`src/rtl/loader_pkg.sv`:
```
// Shared definitions for the boot-time instruction-memory loader.
package loader_pkg;

  typedef enum logic [2:0] {
    S_LEN_HI = 3'd0,
    S_LEN_LO = 3'd1,
    S_DATA   = 3'd2,
    S_CSUM   = 3'd3,
    S_DONE   = 3'd4,
    S_ERR    = 3'd5
  } state_e;

  localparam int HDR_BYTES      = 2;
  localparam int BYTES_PER_WORD = 4;

  function automatic logic is_rx_state(input state_e s);
    return (s == S_LEN_HI) || (s == S_LEN_LO) || (s == S_DATA) || (s == S_CSUM);
  endfunction

endpackage

```
`src/rtl/word_assembler.sv`:
```
// Big-endian byte-to-word shift register; pulses word_valid the cycle after a word completes.
module word_assembler
  import loader_pkg::*;
(
  input  logic        clk,
  input  logic        rst_n,
  input  logic        clr,
  input  logic        byte_en,
  input  logic [7:0]  byte_in,
  output logic        last_byte,
  output logic        word_valid,
  output logic [31:0] word_data
);

  localparam int BW     = $clog2(BYTES_PER_WORD);
  localparam int WORD_W = 8 * BYTES_PER_WORD;

  logic [BW-1:0]     cnt_q, cnt_d;
  logic [WORD_W-1:0] word_q, word_d;
  logic              valid_q, valid_d;

  assign last_byte  = (cnt_q == BW'(BYTES_PER_WORD - 1));
  assign word_valid = valid_q;
  assign word_data  = word_q;

  always_comb begin
    cnt_d   = cnt_q;
    word_d  = word_q;
    valid_d = 1'b0;
    if (clr) begin
      cnt_d = '0;
    end else if (byte_en) begin
      cnt_d   = cnt_q + BW'(1);
      word_d  = {word_q[WORD_W-9:0], byte_in};
      valid_d = last_byte;
    end
  end

  always_ff @(posedge clk or negedge rst_n) begin
    if (!rst_n) begin
      cnt_q   <= '0;
      word_q  <= '0;
      valid_q <= 1'b0;
    end else begin
      cnt_q   <= cnt_d;
      word_q  <= word_d;
      valid_q <= valid_d;
    end
  end

endmodule

```
`src/rtl/program_loader.sv`:
```
// Streams a length-prefixed, XOR-checksummed image into instruction memory and
// holds the core frozen until a complete, checksum-valid image has been loaded.
module program_loader
  import loader_pkg::*;
#(
  parameter logic [31:0] BASE_ADDR = 32'h0000_0000,
  parameter int          MAX_WORDS = 256,
  parameter int          CNT_W     = 16
) (
  input  logic        clk,
  input  logic        rst_n,
  input  logic [7:0]  byte_in,
  input  logic        byte_valid,
  output logic        byte_ready,
  output logic        wr_en,
  output logic [31:0] wr_addr,
  output logic [31:0] wr_data,
  output logic        cpu_hold,
  output logic        done,
  output logic        error
);

  state_e                     state_q, state_d;
  logic [8*(HDR_BYTES-1)-1:0] cnt_hi_q, cnt_hi_d;
  logic [CNT_W-1:0]           words_left_q, words_left_d;
  logic [7:0]                 xor_q, xor_d;
  logic [31:0]                wr_addr_q, wr_addr_d;
  logic                       byte_ready_q, done_q, error_q, cpu_hold_q;

  logic             accept;
  logic             asm_en, asm_clr, asm_last, asm_valid;
  logic [31:0]      asm_word;
  logic [CNT_W-1:0] count_w;

  assign accept = byte_valid && byte_ready_q;

  word_assembler u_asm (
    .clk        (clk),
    .rst_n      (rst_n),
    .clr        (asm_clr),
    .byte_en    (asm_en),
    .byte_in    (byte_in),
    .last_byte  (asm_last),
    .word_valid (asm_valid),
    .word_data  (asm_word)
  );

  always_comb begin
    state_d      = state_q;
    cnt_hi_d     = cnt_hi_q;
    words_left_d = words_left_q;
    xor_d        = xor_q;
    asm_en       = 1'b0;
    asm_clr      = 1'b0;
    count_w      = CNT_W'({cnt_hi_q, byte_in});
    // The address advances on the strobe itself, so it always names the word being written.
    wr_addr_d    = asm_valid ? wr_addr_q + 32'd4 : wr_addr_q;

    if (accept) begin
      case (state_q)
        S_LEN_HI: begin
          cnt_hi_d = byte_in;
          state_d  = S_LEN_LO;
        end
        S_LEN_LO: begin
          xor_d        = '0;
          asm_clr      = 1'b1;
          words_left_d = count_w;
          if (32'(count_w) > 32'(MAX_WORDS)) state_d = S_ERR;
          else if (count_w == '0)            state_d = S_CSUM;
          else                               state_d = S_DATA;
        end
        S_DATA: begin
          asm_en = 1'b1;
          xor_d  = xor_q ^ byte_in;
          if (asm_last) begin
            words_left_d = words_left_q - CNT_W'(1);
            if (words_left_q == CNT_W'(1)) state_d = S_CSUM;
          end
        end
        S_CSUM: state_d = (byte_in == xor_q) ? S_DONE : S_ERR;
        default: ;
      endcase
    end
  end

  always_ff @(posedge clk or negedge rst_n) begin
    if (!rst_n) begin
      state_q      <= S_LEN_HI;
      cnt_hi_q     <= '0;
      words_left_q <= '0;
      xor_q        <= '0;
      wr_addr_q    <= BASE_ADDR;
      byte_ready_q <= 1'b0;
      done_q       <= 1'b0;
      error_q      <= 1'b0;
      cpu_hold_q   <= 1'b1;
    end else begin
      state_q      <= state_d;
      cnt_hi_q     <= cnt_hi_d;
      words_left_q <= words_left_d;
      xor_q        <= xor_d;
      wr_addr_q    <= wr_addr_d;
      // Status outputs are registered from the next state so they change with it.
      byte_ready_q <= is_rx_state(state_d);
      done_q       <= (state_d == S_DONE);
      error_q      <= (state_d == S_ERR);
      cpu_hold_q   <= (state_d != S_DONE);
    end
  end

  assign byte_ready = byte_ready_q;
  assign wr_en      = asm_valid;
  assign wr_addr    = wr_addr_q;
  assign wr_data    = asm_word;
  assign cpu_hold   = cpu_hold_q;
  assign done       = done_q;
  assign error      = error_q;

endmodule

```
`config.mk`:
```
export PLATFORM = sky130hd
export DESIGN_NAME = program_loader
export DESIGN_NICKNAME = d
export VERILOG_FILES = /design/src/rtl/loader_pkg.sv /design/src/rtl/word_assembler.sv /design/src/rtl/program_loader.sv
export SDC_FILE = /design/constraint.sdc
export NUM_CORES = 1
export LEC_CHECK = 0
export CAP_MARGIN = 10
export CORE_ASPECT_RATIO = 1.5
export CORE_MARGIN = 1
export CORE_UTILIZATION = 35
export CTS_CLUSTER_DIAMETER = 50
export DETAILED_ROUTE_END_ITERATION = 6
export HOLD_SLACK_MARGIN = 0.03
export PLACE_DENSITY = 0.61
export SYNTH_ARGS = -nofsm -noshare
export SYNTH_HDL_FRONTEND = slang
export SYNTH_SLANG_ARGS = --single-unit
```
`constraint.sdc`:
```
create_clock -name clk -period 4.5 [get_ports clk]
set_clock_uncertainty 0.05 [all_clocks]
set_input_delay 0.45 -clock clk [delete_from_list [all_inputs] [get_ports clk]]
set_output_delay 0.45 -clock clk [all_outputs]
set_load 0.05 [all_outputs]
```
==> flow_metrics.tcl <==
set metrics [dict create \
    core-area_mm2 0.0131 \
    cts_buffer_depth 2 \
    insertion_delay_ns 0.34 \
    cts.clk_slew.worst_paths_ns 0.07 \
    first_global_vias 3655 \
    die_w_um 97.4 \
    via_per_inst 5.22 \
    ys_seq_elements 104 \
    yosysWarnings 0 \
    seqPwrFrac_pct 51.0 \
    grt_overflow_total 0 \
    ff2ff_path_depth 5 \
    r2r_start "state_q[0]" \
    crit_type "register to register" \
    final_cell_mix "nand2_1, dfrtp_1, clkdlybuf4s50_1" \
    arrival_ns 2.75 \
    leakage_nw 2.74 \
    antenna_found_initial 0 \
    powerDensity_mw_per_mm2 306 \
    grt_pass1_wl_mm 18.5 \
    slew-limit-headroom_pct 38.8 \
    finalCritPeriodShare_pct 58.1 \
    critPathRequiredTime_ns 4.63 \
    drive_gt1_share_pct 6.71 \
    rows 51 \
    ff2ff_setup_slack_ns 1.89 \
    synth-seq-area-share_pct 54.5 \
    netlist_area_mm2 0.00477 \
    synth_cells 491 \
    status "complete, no violations" \
    period_minus_slack_ns 2.61 \
    crit_path_top_delay_cell "o211ai_2" \
    holdBufCountCts 0 \
    ant_nets 0 \
    cts_sinks 104 \
    fin_util_pct 45.6 \
    hold_class "input port to async pin" \
    final_hold_viol_count 0 \
    wl_mm 10.8 \
    drtPass1Iterations 4 \
    syn_avg_cell_area_um2 9.72 \
    wl_per_cell_um 14.9 \
    internal_power_mw 1.45 \
    cts.htree.levels 3 \
    path_max_fanout 23 \
    vdd_ir_drop_max_mv 0.219 \
    cts-root-buf "clkbuf_16" \
    gp_congestion 0.821 \
    place_inst 709 \
    worst_slew_pin_slew_ns 0.916 \
    p_sw_mw 0.380 \
    num-fill-cells 1275 \
    dieArea_mm2 0.0141 \
    grt_usage_pct 16.0 \
    n_antenna_cell 0 \
    setup_violations 0 \
    synth_cell_types 48 \
    nNetsFinal 576 \
    grt_max_degree 66 \
    instances_no_fill 725 \
    synth-main-ff-cell "dfrtp_1" \
    cap_violations 0 \
    drc 0 \
    cts_resized 0 \
    p_sw_share_pct 20.8 \
    fin_tns_setup_ns 0 \
    p_clk_share_pct 46.6 \
    combPwrFrac_pct 2.4 \
    crit_buf_inv 0 \
    start_kind "register" \
    fmax_mhz 383 \
    synthArstFlopShare_pct 100 \
    initial_core_util_pct 36.3 \
    maxSlewViolCount 0 \
    worstReg2RegEnd "words_left_q[0]" \
    io_pins 80 \
    rsz0062_at_grt "false" \
    dr.first_iter.drc_count 151 \
    pre_cts_slack_ns 1.81 \
    numCtsBuffers 9 \
    area_growth_pct 25.5 \
    hpwl_mm 7.65 \
    die_height_um 145 \
    cts_setup_buffers 0 \
    synth-edff-count 0 \
    cts_tree "yes" \
    placement.io_buffers 77 \
    dr_total_vias 3782 \
    path_cells "or3b_1, o211ai_2, nor3_1, a21oi_1, o21ai_0" \
    crit_path_end_kind "register" \
    cpPeakStageDelay_ns 0.85 \
    crit_family "compound AO/OA/AOI/OAI gates" \
    final_common_cell "nand2_1" \
    layout_setup_ws_ns 1.89 \
]
cell families (layout without fill, tap and decap cells):
family	after synthesis	count (layout)	share of synthesized area, %
buffers and inverters	32	106	3.15
DFF	104	104	54.5
and+or+nand+nor	228	228	22.2
xor gates and xnor gates	38	38	6.97
other	1	2	0.0786
muxes	10	10	2.36
adders and majority gates	4	4	1.05
AOI/OAI and AO/OA	74	74	9.65
how the worst max path moves through the flow:
| stage | end | start | slack (ns) | cells after the start |
|---|---|---|---|---|
| 2_1_floorplan | cpu_hold | byte_ready | 2.51 | 6 |
| 3_3_place_gp | cpu_hold | byte_in[7] | 1.85 | 6 |
| 3_5_place_dp | words_left_q[14] | byte_valid | 1.81 | 6 |
| 4_1_cts | words_left_q[0] | state_q[0] | 1.92 | 5 |
| 5_1_grt | words_left_q[0] | state_q[0] | 1.67 | 5 |
| 6_report | words_left_q[0] | state_q[0] | 1.89 | 5 |
state kept, by name (all words and copies together) (netlist names):
signal and cells:
xor_q 8, error 1, done 1, state_q 3, cpu_hold 1, u_asm.word_data 32
u_asm.word_valid 1, wr_addr 30, words_left_q 16, byte_ready 1, cnt_hi_q 8, u_asm.cnt_q 2
cells in the mapped netlist, types with 2 or more instances:
library cell / count / share of area (%)
buf_4: 4 / 0.63
xor2_1: 9 / 1.7
or4_1: 3 / 0.47
dfrtp_1: 103 / 54
clkbuf_1: 10 / 0.79
and3b_1: 2 / 0.37
o21a_1: 2 / 0.31
xnor2_1: 29 / 5.3
nor2_1: 36 / 2.8
a31oi_1: 4 / 0.52
nand3_1: 14 / 1.5
mux2_2: 10 / 2.4
o22ai_1: 4 / 0.52
a21oi_1: 17 / 1.8
nor4_4: 2 / 0.89
and2_1: 4 / 0.52
a2bb2oi_1: 2 / 0.37
ha_1: 4 / 1.0
o22a_1: 5 / 0.92
nor3_1: 10 / 1.0
o21ai_0: 28 / 2.9
and4_1: 4 / 0.73
a22oi_1: 2 / 0.31
nor4_1: 3 / 0.39
nor3b_1: 3 / 0.47
inv_1: 9 / 0.71
nand4_1: 14 / 1.8
and3_1: 7 / 0.92
buf_2: 6 / 0.63
nand2_1: 122 / 9.6
buf_1: 2 / 0.16
worst register-to-register path, stage by stage (launching register included):
cell and delay [ns]:
dfrtp_1 0.50, or3b_1 0.73, o211ai_2 0.85, nor3_1 0.10, a21oi_1 0.13, o21ai_0 0.10
power by group through the flow:
| stage | Combinational [mW] | Sequential, mW | Clock, mW |
|---|---|---|---|
| final | 0.0443 | 0.934 | 0.853 |
| after global routing | 0.0499 | 0.934 | 0.908 |
| after CTS | 0.0457 | 0.934 | 0.875 |
| after detailed placement | 0.0459 | 0.952 | 0 |
| after global placement | 0.0446 | 0.952 | 0 |
| after floorplan | 0.0106 | 0.953 | 0 |
layout make-up:
type	instances	area, um2	area share (%)
Multi-Input combinational cell	356	2030	33.8
Timing Repair Buffer	81	798	13.3
Sequential cell	104	2600	43.5
Clock inverter	6	90.1	1.50
Tap cell	159	199	3.32
Clock buffer	10	239	3.99
Inverter	9	33.8	0.564
metrics by stage:
stage / power [mW] / area [um2] / hold slack (ns)
3_3_place_gp: 0.997 / 5660 / 0.405
4_1_cts: 1.85 / 5990 / 0.186
6_report: 1.83 / 5990 / 0.150
2_1_floorplan: 0.963 / 4780 / 0.104
3_5_place_dp: 0.998 / 5660 / 0.412
5_1_grt: 1.89 / 5990 / 0.214
layer usage:
layer | part of all wire [%] | track usage [%] | vias to the layer above
met4 | 1.6 | 5.00 | 0
met2 | 51 | 26.5 | 88
met3 | 3.2 | 2.65 | 13
met5 | 0 | 0 | -
li1 | - | - | 1820
met1 | 44 | 21.3 | 1861
Power figures use the tool's default switching activity.
